## config.mk

```make
export PLATFORM = sky130hd
export DESIGN_NAME = risc_v_mike_fetch_ctrl
export DESIGN_NICKNAME = d
export VERILOG_FILES = /design/src/rtl/risc_v_mike_fetch_ctrl.sv
export SDC_FILE = /design/constraint.sdc
export NUM_CORES = 1
export LEC_CHECK = 0
export BUFFER_PORTS_ARGS = -buffer_cell sky130_fd_sc_hd__clkbuf_2
export CAP_MARGIN = 20
export CORE_ASPECT_RATIO = 1.4
export CORE_UTILIZATION = 25
export DETAILED_ROUTE_END_ITERATION = 10
export SLEW_MARGIN = 20
export SYNTH_ARGS = -nofsm -noshare
export SYNTH_HDL_FRONTEND = slang
export SYNTH_SLANG_ARGS = --single-unit
```

## constraint.sdc

```tcl
create_clock -name clk -period 9.6 [get_ports clk]
set_input_delay 0.48 -clock clk [delete_from_list [all_inputs] [get_ports clk]]
set_output_delay 0.48 -clock clk [all_outputs]
set_load 0.01 [all_outputs]
```

## src/rtl/risc_v_mike_fetch_ctrl.sv

```systemverilog
// Instruction fetch controller: owns the fetch PC, reads a combinational
// instruction memory, and buffers {instruction, pc} pairs in a small queue
// that decode drains through a valid/ready handshake. Redirects flush the
// queue; misaligned redirect targets and out-of-range fetches raise sticky
// fault flags and park the block in a fault state until a good redirect.
module risc_v_mike_fetch_ctrl #(
  parameter logic [31:0] RESET_PC    = 32'h0000_0000,
  parameter int unsigned IMEM_DEPTH  = 1024,
  parameter int unsigned QUEUE_DEPTH = 2
) (
  input  logic        clk,
  input  logic        rst,
  input  logic        fetch_en,
  input  logic        redirect_valid,
  input  logic [31:0] redirect_pc,
  output logic [31:0] imem_addr,
  input  logic [31:0] imem_rd_data,
  output logic        instr_valid,
  input  logic        instr_ready,
  output logic [31:0] instr_data,
  output logic [31:0] instr_pc,
  output logic        fault_misaligned,
  output logic        fault_range,
  output logic        busy
);

  localparam int unsigned PtrW = $clog2(QUEUE_DEPTH);
  localparam int unsigned CntW = PtrW + 1;
  localparam logic [CntW-1:0] CountFull = CntW'(QUEUE_DEPTH);
  // One extra bit so IMEM_DEPTH = 2^30 still compares correctly.
  localparam logic [30:0] DepthLimit = 31'(IMEM_DEPTH);
  localparam logic [31:0] Nop = 32'h0000_0013;

  typedef enum logic [1:0] {StIdle, StFetch, StFault} state_e;

  state_e              state_q;
  logic [31:0]         fetch_pc_q;
  logic                fault_mis_q;
  logic                fault_rng_q;
  logic                busy_q;

  logic [31:0]         q_data [QUEUE_DEPTH];
  logic [31:0]         q_pc   [QUEUE_DEPTH];
  logic [PtrW-1:0]     rd_ptr_q;
  logic [PtrW-1:0]     wr_ptr_q;
  logic [CntW-1:0]     count_q;

  logic                pc_out_of_range;
  logic                redir_misaligned;
  logic                redir_out_of_range;
  logic                queue_empty;
  logic                pop;
  logic                push;

  assign imem_addr          = fetch_pc_q;
  assign pc_out_of_range    = {1'b0, fetch_pc_q[31:2]} >= DepthLimit;
  assign redir_misaligned   = redirect_pc[1:0] != 2'b00;
  assign redir_out_of_range = {1'b0, redirect_pc[31:2]} >= DepthLimit;
  assign queue_empty        = count_q == '0;

  // Handshake and push qualification; a pop frees a slot in the same cycle.
  always_comb begin
    instr_valid = !queue_empty && !redirect_valid;
    pop         = instr_valid && instr_ready;
    push        = (state_q == StFetch) && fetch_en && !redirect_valid && !pc_out_of_range &&
                  ((count_q != CountFull) || pop);
    instr_data  = queue_empty ? Nop   : q_data[rd_ptr_q];
    instr_pc    = queue_empty ? 32'h0 : q_pc[rd_ptr_q];
  end

  assign fault_misaligned = fault_mis_q;
  assign fault_range      = fault_rng_q;
  assign busy             = busy_q;

  // Fetch FSM: state, fetch PC, sticky fault flags and registered busy.
  always_ff @(posedge clk or negedge rst) begin
    if (!rst) begin
      state_q     <= StIdle;
      fetch_pc_q  <= RESET_PC;
      fault_mis_q <= 1'b0;
      fault_rng_q <= 1'b0;
      busy_q      <= 1'b0;
    end else if (redirect_valid) begin
      fetch_pc_q <= redirect_pc;
      if (redir_misaligned) begin
        fault_mis_q <= 1'b1;
        state_q     <= StFault;
        busy_q      <= 1'b0;
      end else if (redir_out_of_range) begin
        fault_rng_q <= 1'b1;
        state_q     <= StFault;
        busy_q      <= 1'b0;
      end else begin
        fault_mis_q <= 1'b0;
        fault_rng_q <= 1'b0;
        state_q     <= StFetch;
        busy_q      <= 1'b1;
      end
    end else begin
      unique case (state_q)
        StIdle: begin
          if (fetch_en) begin
            state_q <= StFetch;
            busy_q  <= 1'b1;
          end
        end
        StFetch: begin
          if (pc_out_of_range) begin
            fault_rng_q <= 1'b1;
            state_q     <= StFault;
            busy_q      <= 1'b0;
          end else if (push) begin
            fetch_pc_q <= fetch_pc_q + 32'd4;
          end
        end
        StFault: begin
          // Only a good redirect leaves this state.
        end
        default: begin
          state_q <= StIdle;
          busy_q  <= 1'b0;
        end
      endcase
    end
  end

  // Queue pointers and occupancy; a redirect flushes everything.
  always_ff @(posedge clk or negedge rst) begin
    if (!rst) begin
      rd_ptr_q <= '0;
      wr_ptr_q <= '0;
      count_q  <= '0;
    end else if (redirect_valid) begin
      rd_ptr_q <= '0;
      wr_ptr_q <= '0;
      count_q  <= '0;
    end else begin
      if (push) wr_ptr_q <= wr_ptr_q + PtrW'(1);
      if (pop)  rd_ptr_q <= rd_ptr_q + PtrW'(1);
      if (push && !pop) begin
        count_q <= count_q + CntW'(1);
      end else if (pop && !push) begin
        count_q <= count_q - CntW'(1);
      end
    end
  end

  // Queue storage; contents are only observed through count, so no reset.
  always_ff @(posedge clk) begin
    if (push) begin
      q_data[wr_ptr_q] <= imem_rd_data;
      q_pc[wr_ptr_q]   <= fetch_pc_q;
    end
  end

endmodule

```

==> results of run 1 <==
[cells by family after synthesis]
family,after synthesis,share of synthesized area (%)
multiplexers,86,12.77
AO/OA/AOI/OAI,46,4.755
AND/OR/NAND/NOR,139,10.32
flip-flops,168,69.74
adder cells (fa/ha/maj),2,0.3602
buffers and inverters,33,1.927
XOR/XNOR,1,0.1261
[placed cells by master, fill, tap and decap left out, types with 4 or more instances in the layout]
cell type	netlist	layout
o211ai_1	5	5
nor4_1	7	7
nand3_1	9	9
mux2i_1	65	65
buf_4	0	6
nand2_1	7	7
a21oi_1	4	4
or4_1	7	7
nor2b_1	7	7
clkbuf_16	0	19
inv_1	9	9
dfrtp_1	40	39
nor2_1	76	75
mux2_2	21	21
edfxtp_1	128	128
clkinv_4	0	4
clkbuf_2	0	168
nor3_1	5	4
o21ai_0	11	11
[how the worst min path moves through the flow]
stage / startpoint / to / slack (ns)
global route: rst / imem_addr[5] / 0.16
CTS: rst / imem_addr[5] / 0.13
finish: rst / imem_addr[5] / 0.12
detailed placement: imem_addr[20] / q_pc[0][20] / 0.53
global placement: fault_range / fault_range / 0.52
floorplan: rst / count_q[0] / 0.18
[worst register-to-register path, stage by stage (launching register included)]
cell	delay (ns)
dfrtp_1	0.43
nor4_2	0.41
and3_1	0.37
nand2_1	0.25
nor3b_2	0.23
buf_4	0.73
[sequential cells by signal, summed over array words and instances, names as in the netlist]
signal / cells
state_q: 2
count_q: 2
q_pc: 64
q_data: 64
imem_addr: 32
fault_range: 1
fault_misaligned: 1
wr_ptr_q: 1
rd_ptr_q: 1
[final cells by class]
cell class | instances | area [µm²]
clock buffer | 22 | 496.7
multi-input combinational | 274 | 1986
clock inverter | 10 | 83.83
fill | 2690 | 18300
tap | 365 | 456.7
sequential | 168 | 4848
timing repair buffer | 174 | 885.9
inverter | 9 | 33.78
[power by group through the flow]
| stage | registers [µW] | clock network [µW] | logic (µW) |
|---|---|---|---|
| 6_report | 828 | 662 | 83.9 |
| 5_1_grt | 831 | 706 | 92.0 |
| 4_1_cts | 828 | 680 | 85.5 |
| 3_5_place_dp | 843 | 0 | 85.2 |
| 3_3_place_gp | 842 | 0 | 84.7 |
| 2_1_floorplan | 842 | 0 | 31.3 |
[metal layers]
metal | vias up | part of all wire, % | global-route usage [%]
li1 | 2130 | - | -
met1 | 2227 | 38 | 12.85
met2 | 115 | 55 | 22.28
met3 | 19 | 4.9 | 3.523
met4 | 0 | 2.3 | 5.854
met5 | - | 0 | 0
[stage by stage]
step | util [%] | instance area, µm² | power [µW] | hold slack [ns] | worst slack (ns)
6_report | 32.45 | 8791 | 1573 | 0.1213 | 6.716
3_3_place_gp | 30.30 | 8210 | 926.3 | 0.5167 | 6.589
5_1_grt | 32.45 | 8791 | 1629 | 0.1609 | 6.490
2_1_floorplan | - | 6947 | 873.3 | 0.1844 | 3.025
4_1_cts | 32.45 | 8791 | 1594 | 0.1273 | 6.599
3_5_place_dp | 30.30 | 8210 | 928.2 | 0.5253 | 6.568
==> qor.txt, run 1 <==
result of the run: completed
Reg2Reg Depth: 5
Final Hold Viols: 0
largest net degree at the start of global routing: 65
initial antenna violation count: 0
Boundary Pins: 169
sw frac: 22.83%
Critical Path Source Type: flip-flop
r2r setup slk: 6.79 ns
CTS H-tree depth: 4
vias per inst: 4.394
IO buf count: 168
Post-DRT Antenna Nets: 0
worst-path cell chain: nor2_4, buf_4, nor2_1, clkbuf_2
Synth area leaders: edfxtp_1 55%, dfrtp_1 14%, mux2i_1 9.4%, nor2_1 4.1%, mux2_2 3.4%
WL per Instance: 16.61 µm
VDD IR-drop max: 0.06398 mV
Max Freq: 346.7 MHz
max-slew headroom at the worst pin: 31.47%
reg2reg end: q_data[1][2]
Critical Path Start: count_q[1]
final global-route overflow total: 0
ys flop type: edfxtp_1
unrepaired setup endpoints after global routing: no
first-pass GRT wire length: 24,850 µm
CP max FO: 33
Mean Syn Cell Area: 14.62 µm²
CTS tree: yes
Gate Count Post-Synth: 475
DP HPWL: 11,800 µm
worst setup path class: flip-flop to output pin
Synth top cells by count: 128 x edfxtp_1, 76 x nor2_1, 65 x mux2i_1
CTS root buffer: clkbuf_16
CTS Hold Bufs: 0
DIE AREA: 28,470 µm²
Critical Path Sink: instr_pc[21]
Final #Nets: 715
Clock power frac: 42.1%
core area: 27,090 µm²
die height: 199.2 µm
most numerous cell in the Yosys netlist: edfxtp_1
number of global-route vias before repair: 4,364
crit share post-route: 30.04%
Largest stage delay, worst path: 0.66 ns
P_int: 1214 µW
Clock Skew: 0.01230 ns
layout cells sized above 1: 36.07%
DP Cell Count: 990
Initial Util: 25.64%
CTS Buf Count: 17
Static Leak: 0.003207 µW
# diodes: 0
Die Span X: 142.9 µm
WP buf/inv: 2
Worst-path clk slew: 0.06 ns
CP required: 9.12 ns
Post-synth EDFFs: 128
Max Cap Violations: 0
row cnt: 71
drt initial violations: 197
final setup vio count: 0
Sink Count: 168
top cell type's share of synthesized area: 55.33%
DRC errors left: 0
number of post-CTS setup repair buffers: 0
final wirelength: 16,980 µm
Resized Gates After CTS: 0
Synth async-reset ratio: 23.81%
routability cong.: 0.7596
Layout area overhead: 26.55%
Worst-Skew Late Latency: 0.43 ns
syn nets: 546
min Tclk post-route: 2.884 ns
Critical Path Sink Type: output pin
area leader, netlist: edfxtp_1
final count of pins violating max slew: 0
YS warnings: 0
register share of total power: 52.6%
Comb pwr share: 5.3%
CP arrival: 2.40 ns
vias: 4,491
Sw Pwr: 359.1 µW
Max Root-Sink Buffers: 2
final non-filler cell total: 1,022
cell family with most CP delay: simple AND/OR/NAND/NOR gates
Levels on crit path: 4
setup total negative slack: 0 ns
GRT Resource Usage Total: 12.24%
First-pass DRT Iterations: 5
Worst Hold Class: primary input to async pin
Worst Tran Pin Value: 1.028 ns
mapped cell area: 6947 µm²
P per Cell Area: 179.0 nW/µm²
r2r startpoint: imem_addr[18]
Critical-path top delay cell: nor2_4
Seq cells post-synth: 168
Distinct cells, synth: 49
post-synthesis sequential area ratio: 69.74%
No activity file was read; power rests on OpenSTA's default activity.
==> run 2, diff against run 1 <==
==> constraint.sdc (replaced) <==
create_clock -name clk -period 2.6 [get_ports clk]
set_input_delay 0.13 -clock clk [delete_from_list [all_inputs] [get_ports clk]]
set_output_delay 0.13 -clock clk [all_outputs]
set_load 0.01 [all_outputs]
==> run 2 against run 1 <==
  * Global-route usage grew 0.73 points
  * Largest power group unchanged
  * Cell count increased by 7.0%
  * Clock power rose to 3.8 times the previous value
  * Non-clock buffer count grew 72
  * Critical path type is now flip-flop to flip-flop
==> qor.txt, run 2 (synthesis gave the netlist of run 1 again) <==
Max Root-Sink Buffers: 2 (unchanged)
Critical-path top delay cell: dfrtp_2 (was nor2_4)
Sink Count: 168 (unchanged)
WP buf/inv: 1 (was 2)
commonest non-fill, non-tap cell in the layout: clkbuf_2 (unchanged)
result of the run: completed (unchanged)
Area after DPL: 8358 µm² (was 8210 µm²)
CTS tree: yes (unchanged)
number of global-route vias before repair: 4,570 (was 4,364)
Critical Path Sink Type: flip-flop (was output pin)
WL per Instance: 16.57 µm (was 16.61 µm)
IO buf count: 168 (unchanged)
unrepaired setup endpoints after global routing: no (unchanged)
crit share post-route: 83.60%
Final Hold Viols: 0 (unchanged)
First-pass DRT Iterations: 4 (was 5)
DIE AREA: 28,470 µm² (unchanged)
Post-DRT Antenna Nets: 0 (unchanged)
Die Span X: 142.9 µm (unchanged)
worst-path cell chain: nor4_4, o2111a_2, nand2_4, nor3b_4, buf_12 (was nor2_4, buf_4, nor2_1, clkbuf_2)
largest net degree at the start of global routing: 53 (was 65)
CP max FO: 37 (was 33)
vias per inst: 4.338 (was 4.394)
min Tclk post-route: 2.174 ns
DRC errors left: 0 (unchanged)
max-slew headroom at the worst pin: 50.84% (was 31.47%)
CTS H-tree depth: 4 (unchanged)
Layout area overhead: 37.66% (was 26.55%)
commonest non-fill, non-tap cells in the layout: 168 x clkbuf_2, 128 x edfxtp_1, 75 x nor2_1 (unchanged)
routability cong.: 0.7969 (was 0.7596)
final total power: 5951 µW (was 1573 µW)
worst setup path class: flip-flop to flip-flop (was flip-flop to output pin)
final global-route overflow total: 0 (unchanged)
CP required: 2.71 ns (was 9.12 ns)
Clock Skew: 0.01072 ns (was 0.01230 ns)
P per Cell Area: 622.3 nW/µm² (was 179.0 nW/µm²)
Max Cap Violations: 0 (unchanged)
Initial Util: 25.64% (unchanged)
Final #Nets: 787 (was 715)
cell family with most CP delay: simple AND/OR/NAND/NOR gates (unchanged)
fin util: 35.29% (was 32.45%)
Worst Tran Pin Value: 0.7374 ns (was 1.028 ns)
# diodes: 0 (unchanged)
vias: 4,746 (was 4,491)
Largest stage delay, worst path: 0.45 ns (was 0.66 ns)
Critical Path Source Type: flip-flop (unchanged)
die height: 199.2 µm (unchanged)
CP arrival: 2.29 ns (was 2.40 ns)
fin area: 9563 µm² (was 8791 µm²)
Filler cells: 2,642 (was 2,690)
initial antenna violation count: 0 (unchanged)
layout cells sized above 1: 34.57% (was 36.07%)
Boundary Pins: 169 (unchanged)
final wirelength: 18,130 µm (was 16,980 µm)
final setup vio count: 0 (unchanged)
Static Leak: 0.003554 µW (was 0.003207 µW)
DP Cell Count: 1,000 (was 990)
Worst-path clk slew: 0.07 ns (was 0.06 ns)
Worst Hold Class: primary input to flip-flop (was primary input to async pin)
row cnt: 71 (unchanged)
Resized Gates After CTS: 0 (unchanged)
VDD IR-drop max: 0.3141 mV (was 0.06398 mV)
core area: 27,090 µm² (unchanged)
CTS root buffer: clkbuf_16 (unchanged)
drt initial violations: 293 (was 197)
first-pass GRT wire length: 26,320 µm (was 24,850 µm)
Worst-Skew Late Latency: 0.43 ns (about the same)
GRT Resource Usage Total: 12.98% (was 12.24%)
CTS Buf Count: 17 (unchanged)
final non-filler cell total: 1,094 (was 1,022)
WHS: 0.02343 ns (was 0.1213 ns)
Max Freq: 460.1 MHz
DP HPWL: 12,620 µm (was 11,800 µm)
final count of pins violating max slew: 0 (unchanged)
==> run 2: changes by cell type in the layout (fill, tap and decap cells not counted), sizes merged <==
cell	delta
inv	+2
buf	+10
clkbuf	-3
dlygate4sd3	+62
bufinv	+1
==> run 2: tightest hold or removal path: cells and delay by family <==
kind / cells / cell delay [ns]
compound gates: 1 / 0.12
simple gates: 1 / 0.10
buf+inv: 1 / 0.08
==> run 2: final cells by class <==
class	count	area, µm²	share of cell area [%]
Tap cell	365	456.7	4.776
Inverter	9	33.78	0.3533
Multi-Input combinational cell	274	2007	20.99
Timing Repair Buffer	246	1632	17.06
Clock inverter	13	131.4	1.374
Sequential cell	168	4850	50.71
Clock buffer	19	452.9	4.736
==> run 2: through the flow <==
| stage | TNS, ns | worst slack, ns |
|---|---|---|
| 3_3_place_gp | 0 | 0.4457 |
| 6_report | 0 | 0.4264 |
| 4_1_cts | 0 | 0.4007 |
| 5_1_grt | 0 | 0.3161 |
| 3_5_place_dp | 0 | 0.4187 |
| 2_1_floorplan | -70.68 | -0.6213 |
==> run 2: timing repair <==
| action | CTS | global route |
|---|---|---|
| setup endpoints to repair | 0 | 0 |
| setup buffers | 0 | 0 |
| hold buffers | 62 | 0 |
| endpoints found under the hold margin | 119 | 0 |
==> run 2: final timing paths <==
check	depth (start not counted)	endpoint	slack [ns]	start
max	5	q_data[1][23]	0.43	imem_addr[27]
min reg2reg	0	q_pc[0][20]	0.55	imem_addr[20]
min	3	imem_addr[8]	0.02	redirect_pc[8]
min in group asynchronous	2	imem_addr[3]	0.30	rst
max in group asynchronous	3	imem_addr[27]	1.60	rst
max reg2reg	5	q_data[1][23]	0.43	imem_addr[27]
==> run 2: routing by layer <==
| layer | GRT usage (%) | vias to the layer above | part of all wire, % |
|---|---|---|---|
| met3 | 3.019 | 27 | 3.8 |
| li1 | - | 2273 | - |
| met4 | 7.248 | 0 | 2.9 |
| met2 | 23.67 | 124 | 54 |
| met5 | 0 | - | 0 |
| met1 | 13.62 | 2322 | 39 |
==> run 2: report_power, final <==
| group | switching (µW) | total (µW) | internal, µW | leakage [µW] |
|---|---|---|---|---|
| Combinational | 186 | 388 | 202 | 0.00165 |
| Clock | 1110 | 2500 | 1400 | 0.000292 |
| Sequential | 100 | 3060 | 2960 | 0.00161 |
==> run 3, diff against run 2 <==
--- a/config.mk
+++ b/config.mk
@@ -5,6 +5,7 @@
 export SDC_FILE = /design/constraint.sdc
 export NUM_CORES = 1
 export LEC_CHECK = 0
+export ABC_AREA = 1
 export BUFFER_PORTS_ARGS = -buffer_cell sky130_fd_sc_hd__clkbuf_2
 export CAP_MARGIN = 20
 export CORE_ASPECT_RATIO = 1.4
==> constraint.sdc (replaced) <==
create_clock -name clk -period 1.95 [get_ports clk]
set_input_delay 0.0975 -clock clk [delete_from_list [all_inputs] [get_ports clk]]
set_output_delay 0.0975 -clock clk [all_outputs]
set_load 0.01 [all_outputs]
==> run 3 against run 2 <==
  * Register-to-register slack worse by 0.33 ns
  * Combinational power rose to 7.4 times the previous value
  * Die area barely moved
  * Global-route usage up 0.59 points
  * Non-clock buffer count increased by 30
  * Synthesized cell count is 32% higher
  * Count of clock-buffer cells in the layout decreased by 2
==> qor.txt, run 3 <==
commonest non-fill, non-tap cells in the layout: 207 x nand2_1, 166 x clkbuf_2, 128 x edfxtp_1 (was 168 x clkbuf_2, 128 x edfxtp_1, 75 x nor2_1)
mapped cell area: 6945 µm² (was 6947 µm²)
vias per inst: 4.233 (was 4.338)
post-synthesis sequential area ratio: 69.75% (was 69.74%)
Post-synth EDFFs: 128 (unchanged)
fin area: 9812 µm² (was 9563 µm²)
Initial Util: 25.63% (was 25.64%)
Area after DPL: 8521 µm² (was 8358 µm²)
Post-DRT Antenna Nets: 0 (unchanged)
Reg2Reg Depth: 8 (was 5)
unrepaired setup endpoints after global routing: no (unchanged)
core area: 27,090 µm² (unchanged)
Final #Nets: 966 (was 787)
number of global-route vias before repair: 5,151 (was 4,570)
setup total negative slack: 0 ns (unchanged)
crit share post-route: 95.19%
r2r setup slk: 0.10 ns (was 0.43 ns)
CP required: 1.85 ns (was 2.71 ns)
WP buf/inv: 3 (was 1)
vias: 5,389 (was 4,746)
CTS tree: yes (unchanged)
Boundary Pins: 169 (unchanged)
GRT Resource Usage Total: 13.57% (was 12.98%)
Synth top cells by count: 207 x nand2_1, 128 x edfxtp_1, 64 x a21oi_1 (was 128 x edfxtp_1, 76 x nor2_1, 65 x mux2i_1)
initial antenna violation count: 0 (unchanged)
final wirelength: 18,870 µm (was 18,130 µm)
final setup vio count: 0 (unchanged)
Worst Hold Class: primary input to flip-flop (unchanged)
Synth area leaders: edfxtp_1 55%, dfrtp_1 14%, nand2_1 11%, a21oi_1 4.6%, inv_1 1.8% (was edfxtp_1 55%, dfrtp_1 14%, mux2i_1 9.4%, nor2_1 4.1%, mux2_2 3.4%)
Filler cells: 2,675 (was 2,642)
first-pass GRT wire length: 28,070 µm (was 26,320 µm)
cell family with most CP delay: flip-flops (was simple AND/OR/NAND/NOR gates)
Gate Count Post-Synth: 628 (was 475)
CP arrival: 1.76 ns (was 2.29 ns)
Die Span X: 142.9 µm (about the same)
DRC errors left: 0 (unchanged)
max-slew headroom at the worst pin: 68.07% (was 50.84%)
CP max FO: 29 (was 37)
largest net degree at the start of global routing: 44 (was 53)
row cnt: 71 (unchanged)
DP HPWL: 13,050 µm (was 12,620 µm)
CTS Buf Count: 17 (unchanged)
commonest non-fill, non-tap cell in the layout: nand2_1 (was clkbuf_2)
syn nets: 699 (was 546)
CTS root buffer: clkbuf_16 (unchanged)
Static Leak: 0.004132 µW (was 0.003554 µW)
worst-path cell chain: inv_2, buf_12, nand2_1, a21oi_1, clkbuf_2 (was nor4_4, o2111a_2, nand2_4, nor3b_4, buf_12)
die height: 199.2 µm (about the same)
top cell type's share of synthesized area: 55.34% (was 55.33%)
WL per Instance: 14.82 µm (was 16.57 µm)
P per Cell Area: 1055 nW/µm² (was 622.3 nW/µm²)
Synth async-reset ratio: 23.81% (unchanged)
most numerous cell in the Yosys netlist: nand2_1 (was edfxtp_1)
Mean Syn Cell Area: 11.06 µm² (was 14.62 µm²)
Final Hold Viols: 0 (unchanged)
Max Root-Sink Buffers: 2 (unchanged)
Sink Count: 168 (unchanged)
Largest stage delay, worst path: 0.52 ns (was 0.45 ns)
Critical Path Sink Type: output pin (was flip-flop)
Distinct cells, synth: 32 (was 49)
worst setup path class: flip-flop to output pin (was flip-flop to flip-flop)
Worst-Skew Late Latency: 0.43 ns (about the same)
drt initial violations: 411 (was 293)
hold-critical path depth: 5 (was 3)
ys flop type: edfxtp_1 (unchanged)
area leader, netlist: edfxtp_1 (unchanged)
Critical Path Source Type: flip-flop (unchanged)
DIE AREA: 28,460 µm² (was 28,470 µm²)
VDD IR-drop max: 0.5094 mV (was 0.3141 mV)
layout cells sized above 1: 30.95% (was 34.57%)
result of the run: completed (unchanged)
Worst Tran Pin Value: 0.4790 ns (was 0.7374 ns)
final global-route overflow total: 0 (unchanged)
min Tclk post-route: 1.856 ns
routability cong.: 0.7769 (was 0.7969)
Seq cells post-synth: 168 (unchanged)
final count of pins violating max slew: 0 (unchanged)
YS warnings: 0 (unchanged)
Levels on crit path: 5 (unchanged)
# diodes: 0 (unchanged)
Max Cap Violations: 0 (unchanged)
First-pass DRT Iterations: 5 (was 4)
Critical-path top delay cell: dfrtp_4 (was dfrtp_2)
Layout area overhead: 41.27% (was 37.66%)
CTS H-tree depth: 4 (unchanged)
IO buf count: 168 (unchanged)
Max Freq: 538.7 MHz
Worst-path clk slew: 0.07 ns (about the same)
Clock Skew: 0.007700 ns (was 0.01072 ns)
## run 3: cell types whose count changed in the layout (fill, tap and decap cells not counted), moves of 8 or more
| cell | delta |
|---|---|
| nand2_1 | +201 |
| mux2i_1 | -65 |
| a21oi_1 | +58 |
| nor2_1 | -45 |
| buf_4 | +24 |
| inv_1 | +23 |
| mux2_2 | -21 |
| nand2_2 | +11 |
| nand3_1 | +10 |
| o21ai_2 | +8 |
## run 3: cell type report
class | instances | area [µm²] | share of cell area (%)
Clock inverter | 15 | 173.9 | 1.773
Timing Repair Buffer | 276 | 1906 | 19.42
Multi-Input combinational cell | 393 | 1853 | 18.89
Tap cell | 365 | 456.7 | 4.654
Sequential cell | 168 | 4848 | 49.41
Inverter | 39 | 148.9 | 1.517
Clock buffer | 17 | 425.4 | 4.336
## run 3: layer usage
metal / part of all wire, % / up-vias / GRT usage (%)
met4: 2.4 / 0 / 6.651
met5: 0 / - / 0
met2: 54 / 149 / 24.46
li1: - / 2650 / -
met1: 39 / 2563 / 14.81
met3: 4.2 / 27 / 3.235
## run 3: cells by family (layout without fill, tap and decap cells)
family / after synthesis / count (layout) / synth area share (%)
AND/OR/NAND/NOR: 285 / 285 / 17.29
flip-flops: 168 / 168 / 69.75
AO/OA/AOI/OAI: 102 / 102 / 7.945
buffers and inverters: 67 / 347 / 4.143
XOR/XNOR: 4 / 4 / 0.5045
adder cells (fa/ha/maj): 2 / 2 / 0.3602
## run 3: stage by stage
stage	worst slack (ns)	instances	power [µW]	util (%)	hold slack (ns)
5_1_grt	0.01288	1273	10910	36.21	0.06266
3_3_place_gp	0.1188	1174	6878	31.45	0.06119
4_1_cts	0.04622	1273	10460	36.17	0.002737
2_1_floorplan	-0.5417	628	5582	-	-0.1981
6_report	0.09378	1273	10350	36.21	0.04391
3_5_place_dp	0.08042	1174	6913	31.45	0.05800
## run 3: worst paths after layout
check                            startpoint               end
setup reg to reg              imem_addr[13]      q_data[0][8]
hold reg to reg            fault_misaligned  fault_misaligned
min in group asynchronous               rst      imem_addr[4]
setup / recovery                   rd_ptr_q       instr_pc[7]
hold / removal               redirect_pc[8]      imem_addr[8]
max in group asynchronous               rst          rd_ptr_q
## run 3: repair_timing
action / CTS / global route
buffers inserted: 2 / 0
endpoints found under the hold margin: 124 / 0
hold buffers: 65 / 0
setup endpoints to repair: 13 / 23
gates resized for setup: 4 / 6
## run 3: worst reg2reg max path, stage by stage, from the launching register on
cell and delay, ns:
dfrtp_1 0.37, nor2_1 0.14, nand3_1 0.14, nor2_4 0.14
nand3_2 0.10, nor2_4 0.13, inv_2 0.07, nor2_4 0.14
buf_12 0.26
## run 3: report_power, final
| group | total, µW | internal [µW] | switching (µW) |
|---|---|---|---|
| clock | 3400 | 2020 | 1380 |
| combinational | 2860 | 1080 | 1780 |
| sequential | 4100 | 3990 | 110 |
| total | 10400 | 7080 | 3270 |
